--- src/rtl/composite_level_mixer_if.sv ---
// Write-only debug register bus shared by the video blocks; each block
// decodes its own page from addr[15:8].
interface debug_bus_if #(
    parameter int DATA_W = 8
);
    logic              write_enable;
    logic [15:0]       addr;
    logic [DATA_W-1:0] wdata;

    modport slave  (input  write_enable, input  addr, input  wdata);
    modport master (output write_enable, output addr, output wdata);
endinterface

--- src/rtl/composite_level_mixer.sv ---
// Composite summing stage: per-standard luma/chroma gains, programmable path delays,
// black-level offset and output clamp. Per-frame clip statistics: COMPOSITE_MIXER_CLIP_STATS_EN.
module composite_level_mixer #(
    parameter int         W           = 8,
    parameter int         NUM_STD     = 4,
    parameter int         DELAY_DEPTH = 32,
    parameter logic [7:0] DBUS_PAGE   = 8'h03
) (
    input  logic                       clk,
    input  logic                       rst_n,
    input  logic                       sync,
    input  logic                       newframe,
    input  logic [$clog2(NUM_STD)-1:0] video_standard,
    input  logic [W-1:0]               luma,
    input  logic [W-1:0]               chroma,
    output logic [W-1:0]               video,
    output logic                       video_clipped,
    output logic [15:0]                clip_count,
    output logic [$clog2(NUM_STD)-1:0] active_std,
    output logic                       mute_active,
    debug_bus_if.slave                 dbus
);
    localparam int SW      = $clog2(NUM_STD);
    localparam int DW      = $clog2(DELAY_DEPTH);
    localparam int NSR     = DELAY_DEPTH - 1;
    localparam int Y_SHIFT = 7;
    localparam int C_SHIFT = 6;

    typedef enum logic [1:0] {
        ST_RUN     = 2'd0,
        ST_PENDING = 2'd1,
        ST_MUTE    = 2'd2
    } state_t;

    logic [W-1:0]           y_gain_q [NUM_STD];
    logic [W-1:0]           c_gain_q [NUM_STD];
    logic [W-1:0]           black_q;
    logic [DW-1:0]          luma_delay_q;
    logic [DW-1:0]          chroma_delay_q;
    logic                   wr_page_s;

    state_t                 state_q;
    logic [SW-1:0]          active_std_q;
    logic                   mute_q;

    logic [W-1:0]           luma_q;
    logic signed [W-1:0]    chroma_q;
    logic                   sync_q;

    logic [W-1:0]           c_gain_eff_s;
    logic [2*W-1:0]         y_prod_s;
    logic signed [2*W:0]    c_prod_s;
    logic [W:0]             luma_s_d;
    logic signed [W:0]      chroma_s_d;
    logic [W:0]             luma_s_q;
    logic signed [W:0]      chroma_s_q;
    logic                   sync_s2_q;

    logic [W+1:0]           luma_sr_q   [NSR];
    logic signed [W:0]      chroma_sr_q [NSR];
    logic [W+1:0]           luma_tap_s;
    logic signed [W:0]      chroma_tap_s;

    logic signed [W+2:0]    sum_s;
    logic                   neg_s;
    logic                   ovf_s;
    logic                   clip_s;
    logic [W-1:0]           video_d;
    logic [W-1:0]           video_q;
    logic                   clipped_q;

    // Page decode for debug-bus writes.
    always_comb begin
        wr_page_s = dbus.write_enable && (dbus.addr[15:8] == DBUS_PAGE);
    end

    // Register file; a written value is used by the datapath from the following cycle.
    always_ff @(posedge clk or negedge rst_n) begin
        if (!rst_n) begin
            for (int i = 0; i < NUM_STD; i++) begin
                y_gain_q[i] <= W'(32'd142);
                c_gain_q[i] <= W'(32'd15);
            end
            black_q        <= W'(32'd52);
            luma_delay_q   <= '0;
            chroma_delay_q <= '0;
        end else if (wr_page_s) begin
            for (int i = 0; i < NUM_STD; i++) begin
                if (dbus.addr[7:0] == 8'(i)) begin
                    y_gain_q[i] <= dbus.wdata[W-1:0];
                end
                if (dbus.addr[7:0] == 8'(32'd16 + i)) begin
                    c_gain_q[i] <= dbus.wdata[W-1:0];
                end
            end
            case (dbus.addr[7:0])
                8'h20:   black_q        <= dbus.wdata[W-1:0];
                8'h21:   luma_delay_q   <= dbus.wdata[DW-1:0];
                8'h22:   chroma_delay_q <= dbus.wdata[DW-1:0];
                default: ;
            endcase
        end
    end

    // Gain-bank FSM: a new standard is adopted only on a frame start, then chroma is muted for one frame.
    always_ff @(posedge clk or negedge rst_n) begin
        if (!rst_n) begin
            state_q      <= ST_RUN;
            active_std_q <= '0;
            mute_q       <= 1'b0;
        end else begin
            case (state_q)
                ST_RUN: begin
                    if (video_standard != active_std_q) begin
                        state_q <= ST_PENDING;
                    end
                end
                ST_PENDING: begin
                    if (video_standard == active_std_q) begin
                        state_q <= ST_RUN;
                    end else if (newframe) begin
                        active_std_q <= video_standard;
                        state_q      <= ST_MUTE;
                        mute_q       <= 1'b1;
                    end
                end
                ST_MUTE: begin
                    if (newframe) begin
                        mute_q  <= 1'b0;
                        state_q <= (video_standard != active_std_q) ? ST_PENDING : ST_RUN;
                    end
                end
                default: begin
                    state_q <= ST_RUN;
                    mute_q  <= 1'b0;
                end
            endcase
        end
    end

    // S1 input capture.
    always_ff @(posedge clk or negedge rst_n) begin
        if (!rst_n) begin
            luma_q   <= '0;
            chroma_q <= '0;
            sync_q   <= 1'b0;
        end else begin
            luma_q   <= luma;
            chroma_q <= chroma;
            sync_q   <= sync;
        end
    end

    // S2 gain multiply; chroma is signed, its gain is an unsigned magnitude.
    always_comb begin
        c_gain_eff_s = mute_q ? '0 : c_gain_q[active_std_q];
        y_prod_s     = {{W{1'b0}}, luma_q} * {{W{1'b0}}, y_gain_q[active_std_q]};
        c_prod_s     = (2*W+1)'(chroma_q) * (2*W+1)'($signed({1'b0, c_gain_eff_s}));
        luma_s_d     = (W+1)'(y_prod_s >> Y_SHIFT);
        chroma_s_d   = (W+1)'(c_prod_s >>> C_SHIFT);
    end

    // S2 registers followed by the two delay lines; sync rides in the luma line.
    always_ff @(posedge clk or negedge rst_n) begin
        if (!rst_n) begin
            luma_s_q   <= '0;
            chroma_s_q <= '0;
            sync_s2_q  <= 1'b0;
            for (int k = 0; k < NSR; k++) begin
                luma_sr_q[k]   <= '0;
                chroma_sr_q[k] <= '0;
            end
        end else begin
            luma_s_q       <= luma_s_d;
            chroma_s_q     <= chroma_s_d;
            sync_s2_q      <= sync_q;
            luma_sr_q[0]   <= {sync_s2_q, luma_s_q};
            chroma_sr_q[0] <= chroma_s_q;
            for (int k = 1; k < NSR; k++) begin
                luma_sr_q[k]   <= luma_sr_q[k-1];
                chroma_sr_q[k] <= chroma_sr_q[k-1];
            end
        end
    end

    // Delay taps: zero bypasses the line, out-of-range settings use the deepest stage.
    always_comb begin
        if (luma_delay_q == '0) begin
            luma_tap_s = {sync_s2_q, luma_s_q};
        end else if (32'(luma_delay_q) > NSR) begin
            luma_tap_s = luma_sr_q[NSR-1];
        end else begin
            luma_tap_s = luma_sr_q[luma_delay_q - DW'(1)];
        end
        if (chroma_delay_q == '0) begin
            chroma_tap_s = chroma_s_q;
        end else if (32'(chroma_delay_q) > NSR) begin
            chroma_tap_s = chroma_sr_q[NSR-1];
        end else begin
            chroma_tap_s = chroma_sr_q[chroma_delay_q - DW'(1)];
        end
    end

    // S3 sum and clamp; sync forces the tip level and suppresses clip detection.
    always_comb begin
        sum_s  = (W+3)'($signed({1'b0, black_q})) + (W+3)'($signed({1'b0, luma_tap_s[W:0]}))
               + (W+3)'(chroma_tap_s);
        neg_s  = sum_s[W+2];
        ovf_s  = !neg_s && (sum_s[W+1:W] != 2'b00);
        clip_s = !luma_tap_s[W+1] && (neg_s || ovf_s);
        if (luma_tap_s[W+1]) begin
            video_d = '0;
        end else if (neg_s) begin
            video_d = '0;
        end else if (ovf_s) begin
            video_d = '1;
        end else begin
            video_d = sum_s[W-1:0];
        end
    end

    // Output register and sticky per-frame clip flag.
    always_ff @(posedge clk or negedge rst_n) begin
        if (!rst_n) begin
            video_q   <= '0;
            clipped_q <= 1'b0;
        end else begin
            video_q <= video_d;
            if (newframe) begin
                clipped_q <= 1'b0;
            end else if (clip_s) begin
                clipped_q <= 1'b1;
            end
        end
    end

`ifdef COMPOSITE_MIXER_CLIP_STATS_EN
    logic [15:0] run_cnt_q;
    logic [15:0] clip_count_q;
    logic        cnt_inc_s;

    always_comb begin
        cnt_inc_s = clip_s && (run_cnt_q != 16'hFFFF);
    end

    // A clip on the frame-start cycle belongs to the frame that is ending.
    always_ff @(posedge clk or negedge rst_n) begin
        if (!rst_n) begin
            run_cnt_q    <= 16'd0;
            clip_count_q <= 16'd0;
        end else if (newframe) begin
            clip_count_q <= cnt_inc_s ? run_cnt_q + 16'd1 : run_cnt_q;
            run_cnt_q    <= 16'd0;
        end else if (cnt_inc_s) begin
            run_cnt_q <= run_cnt_q + 16'd1;
        end
    end

    assign clip_count = clip_count_q;
`else
    assign clip_count = 16'd0;
`endif

    assign video         = video_q;
    assign video_clipped = clipped_q;
    assign active_std    = active_std_q;
    assign mute_active   = mute_q;

endmodule

--- src/flat_wrapper.sv ---
// flat-port wrapper written by rule: the top's interface ports become plain ports
module composite_level_mixer_flat 
#(
    parameter int         W           = 8,
    parameter int         NUM_STD     = 4,
    parameter int         DELAY_DEPTH = 32,
    parameter logic [7:0] DBUS_PAGE   = 8'h03
)
  (clk, rst_n, sync, newframe, video_standard, luma, chroma, video, video_clipped, clip_count, active_std, mute_active, dbus_write_enable, dbus_addr, dbus_wdata);
  debug_bus_if #(.DATA_W(8)) dbus_i ();
  input  logic clk;
  input  logic rst_n;
  input  logic sync;
  input  logic newframe;
  input  logic [$clog2(NUM_STD)-1:0] video_standard;
  input  logic [W-1:0] luma;
  input  logic [W-1:0] chroma;
  output logic [W-1:0] video;
  output logic video_clipped;
  output logic [15:0] clip_count;
  output logic [$clog2(NUM_STD)-1:0] active_std;
  output logic mute_active;
  input wire logic [$bits(dbus_i.write_enable)-1:0] dbus_write_enable;
  input wire logic [$bits(dbus_i.addr)-1:0] dbus_addr;
  input wire logic [$bits(dbus_i.wdata)-1:0] dbus_wdata;
  assign dbus_i.write_enable = dbus_write_enable;
  assign dbus_i.addr = dbus_addr;
  assign dbus_i.wdata = dbus_wdata;
  composite_level_mixer #(.W(W), .NUM_STD(NUM_STD), .DELAY_DEPTH(DELAY_DEPTH), .DBUS_PAGE(DBUS_PAGE)) u_core (.clk(clk), .rst_n(rst_n), .sync(sync), .newframe(newframe), .video_standard(video_standard), .luma(luma), .chroma(chroma), .video(video), .video_clipped(video_clipped), .clip_count(clip_count), .active_std(active_std), .mute_active(mute_active), .dbus(dbus_i));
endmodule
--- config.mk ---
export PLATFORM = sky130hd
export DESIGN_NAME = composite_level_mixer_flat
export DESIGN_NICKNAME = d
export VERILOG_FILES = /design/src/rtl/composite_level_mixer_if.sv /design/src/rtl/composite_level_mixer.sv /design/src/flat_wrapper.sv
export SDC_FILE = /design/constraint.sdc
export NUM_CORES = 1
export LEC_CHECK = 0
export ABC_AREA = 1
export ABC_CLOCK_PERIOD_IN_PS = 13600
export BUFFER_PORTS_ARGS = -buffer_cell sky130_fd_sc_hd__buf_2
export CORE_UTILIZATION = 60
export DETAILED_ROUTE_END_ITERATION = 12
export HOLD_SLACK_MARGIN = 0.1
export PLACE_DENSITY = 0.77
export SLEW_MARGIN = 30
export SYNTH_ARGS = -nofsm -noshare
export SYNTH_HDL_FRONTEND = slang
export SYNTH_SLANG_ARGS = --single-unit
--- constraint.sdc ---
create_clock -name clk -period 13.6 [get_ports clk]
set_input_delay 1.36 -clock clk [delete_from_list [all_inputs] [get_ports clk]]
set_output_delay 1.36 -clock clk [all_outputs]
set_load 0.1 [all_outputs]
==> metrics.txt <==
outcome=completed; syn avg cell area=10.2 um2; peak supply drop=0.201 mV; Max-Slew Margin vs Limit=36.5%; Global Route Usage Sum=27.7%; Max Cap Viol=0; Yosys reg bits=721; die extent in y=227 um; largest net degree at the start of global routing=131; Hold Crit Class=flop to flop; # setup viols final=0; most area-hungry cell type in the Yosys netlist=dfrtp_1; CTS tree=built; worst r2r dst=u_core.video[6]; crit-path max cell delay=740 ps; PD cells=231 mW/mm2; io pins=75; initial antenna violation count=1; largest family of logic cells by synthesized area=simple AND/OR/NAND/NOR gates; Seq/Total Area, Yosys=59.5%; filler cell count=3,741; Antenna Violating Nets Remaining=0; Crit. End Element=flop; Cell variety after synth=52; Crit path top cell by count=nand2_1; Slew Viols, Final=0; Top delay family on crit path=buffers and inverters; # nets final=3,190; CP Launch Type=flop; Die X-Extent=227 um; adder-cell share of the synthesized area=8.32%; Synth Area in Compound Gates=10.6%; Clock Latency Late Sink=620 ps; Final Critical Period=6880 ps; Crit Path Class=flop to flop; GP Congestion=0.901; H-Tree Depth=3; global-route wire length before repair=112 mm; Crit Path Max Fanout=72; EDFF count, synth=0; Max Fclk=0.145 GHz; total number of vias=21.8k; instance count on the critical path=31; drt pass-1 iters=6; arrival time at the worst endpoint=7370 ps; vias in the first global route=21.9k; DR WL/cell=18.6 um; simple-gate share of the synthesized area=15.1%; Hold Buf Count CTS=0; total power=7.75 mW; Clock Sinks=721; diodes inserted=0; layout cell share with drive strength beyond 1=9.11%; post-synth top area share=56.5%; Hold Crit Depth=0; Clock Pin Slew Worst Setup and Hold Paths=70 ps; WHS Endpoint=u_core.sync_s2_q; worst slew pin tran=953 ps; Area Overhead vs Synth=10.2%; period utilisation layout=50.6%; # resized after CTS=0; synthesized instance count=2,969; GRT overflow=0; reg-to-reg startpoint=u_core.luma_delay_q[0]; R2R depth=31; Area contributors post-synth=dfrtp_1, nand2_1, fa_1; Setup TNS=0 ps; R2R Setup Slk=6720 ps; starting density of the core=60.7%; asr flop ratio synth=100%; clock root cell=clkbuf_16; CP Buf/Inv Count=6; post-CTS setup buffer count=0; Rows=82; DP Wirelength=41.3 mm; Slowest cell on crit path=dfrtp_4; ys flop type=dfrtp_1; DRC=0; core outline area=0.0501 mm2; mux cell area share after synthesis=0.0329%; Die ar.=0.0516 mm2; first-iteration detailed-routing DRC count=2,153; xor and xnor area share after synthesis=1.09%; Yosys warning count=0; WP data required=14,090 ps; IO Port Bufs=58; unrepaired setup endpoints after global routing=false; routed wire length=69.0 mm; HP Start=u_core.sync_q; cts bufs inserted=73; clk_skew=16.7 ps; vias per cell=5.87; Max Buffers Root-to-Sink=3; Mapped Area=0.0304 mm2; final hold viol count=0; Leakage=16.0 nW
## cells in the mapped netlist, drive strengths merged (31+ instances only)
master,number
dfrtp,686
nand2,588
o21ai,299
nor2,298
inv,212
nand3,202
a21oi,114
buf,98
ha,87
fa,72
clkbuf,59
o22ai,46
dfstp,35
a22oi,31
## area by class of cell
class                   instances  area (um2)  share of cell area, %
repair buffers                 82         544                   1.62
multi-input cells            1893       10800                   32.1
well taps                     672         841                   2.51
clock buffers                 106        2100                   6.28
flip-flops and latches        721       18100                   54.0
clock inverters                24         358                   1.07
inverters                     213         805                   2.40
## cells by family (layout without fill, tap and decap cells)
kind of cell,count (synthesis),after routing
compound gates,564,564
xor+xnor,36,36
fa+ha+maj,159,159
buf+inv,370,425
flops,721,721
mux,1,1
other cells,1,16
simple gates,1117,1117
## state kept, by name (all words and copies together) (netlist names), 9 cells and up
name                count
u_core.luma_s_q         9
u_core.y_gain_q        32
u_core.chroma_sr_q    279
u_core.chroma_s_q       9
u_core.luma_sr_q      310
u_core.c_gain_q        32
## layer usage
| metal | global-route usage (%) | share of wire [%] | vias to the layer above |
|---|---|---|---|
| met3 | 4.72 | 6.5 | 145 |
| met4 | 11.2 | 2.9 | 0 |
| li1 | - | - | 9768 |
| met5 | 0 | 0 | - |
| met1 | 38.5 | 43 | 11036 |
| met2 | 43.9 | 48 | 824 |
## report_power, final
group,internal (mW),switching (mW),total (mW)
logic,0.809,1.43,2.24
registers,2.97,0.476,3.45
clock network,1.22,0.845,2.06
total,5.00,2.75,7.75
## metrics by stage
stage / instances / util (%) / setup slack, ps / hold WS, ps / cell area (um2)
detailed placement: 3580 / 61.9 / 6860 / 354 / 31000
finish: 3711 / 66.9 / 6720 / 361 / 33500
global route: 3711 / 66.9 / 6190 / 370 / 33500
floorplan: 2984 / - / 8200 / 331 / 30400
global placement: 3579 / 61.9 / 6940 / 336 / 31000
CTS: 3710 / 66.8 / 6830 / 357 / 33500
## worst max path at each step
| stage | from | to | slack, ps |
|---|---|---|---|
| final | u_core.luma_delay_q[0] | u_core.video[6] | 6720 |
| after global routing | u_core.luma_delay_q[0] | u_core.video[0] | 6190 |
| after CTS | u_core.luma_delay_q[0] | u_core.video[6] | 6830 |
| after detailed placement | u_core.luma_delay_q[0] | u_core.video[7] | 6860 |
| after global placement | u_core.luma_delay_q[0] | u_core.video[6] | 6940 |
| after floorplan | u_core.active_std[0] | u_core.chroma_s_q[7] | 8200 |
## placed cells by master (no fill, tap or decap), drive strengths merged, types with 7 or more instances in the layout
cell	synthesis	routed
dfrtp	686	686
nand2	588	588
o21ai	299	299
nor2	298	298
inv	212	219
nand3	202	202
a21oi	114	114
clkbuf	59	106
ha	87	87
buf	98	82
fa	72	72
o22ai	46	46
dfstp	35	35
a22oi	31	31
o211ai	27	27
o221ai	24	24
xnor2	18	18
xor2	18	18
conb	1	16
nor3	14	14
clkinv	1	8
bufinv	0	7
No activity file was read; power rests on OpenSTA's default activity.
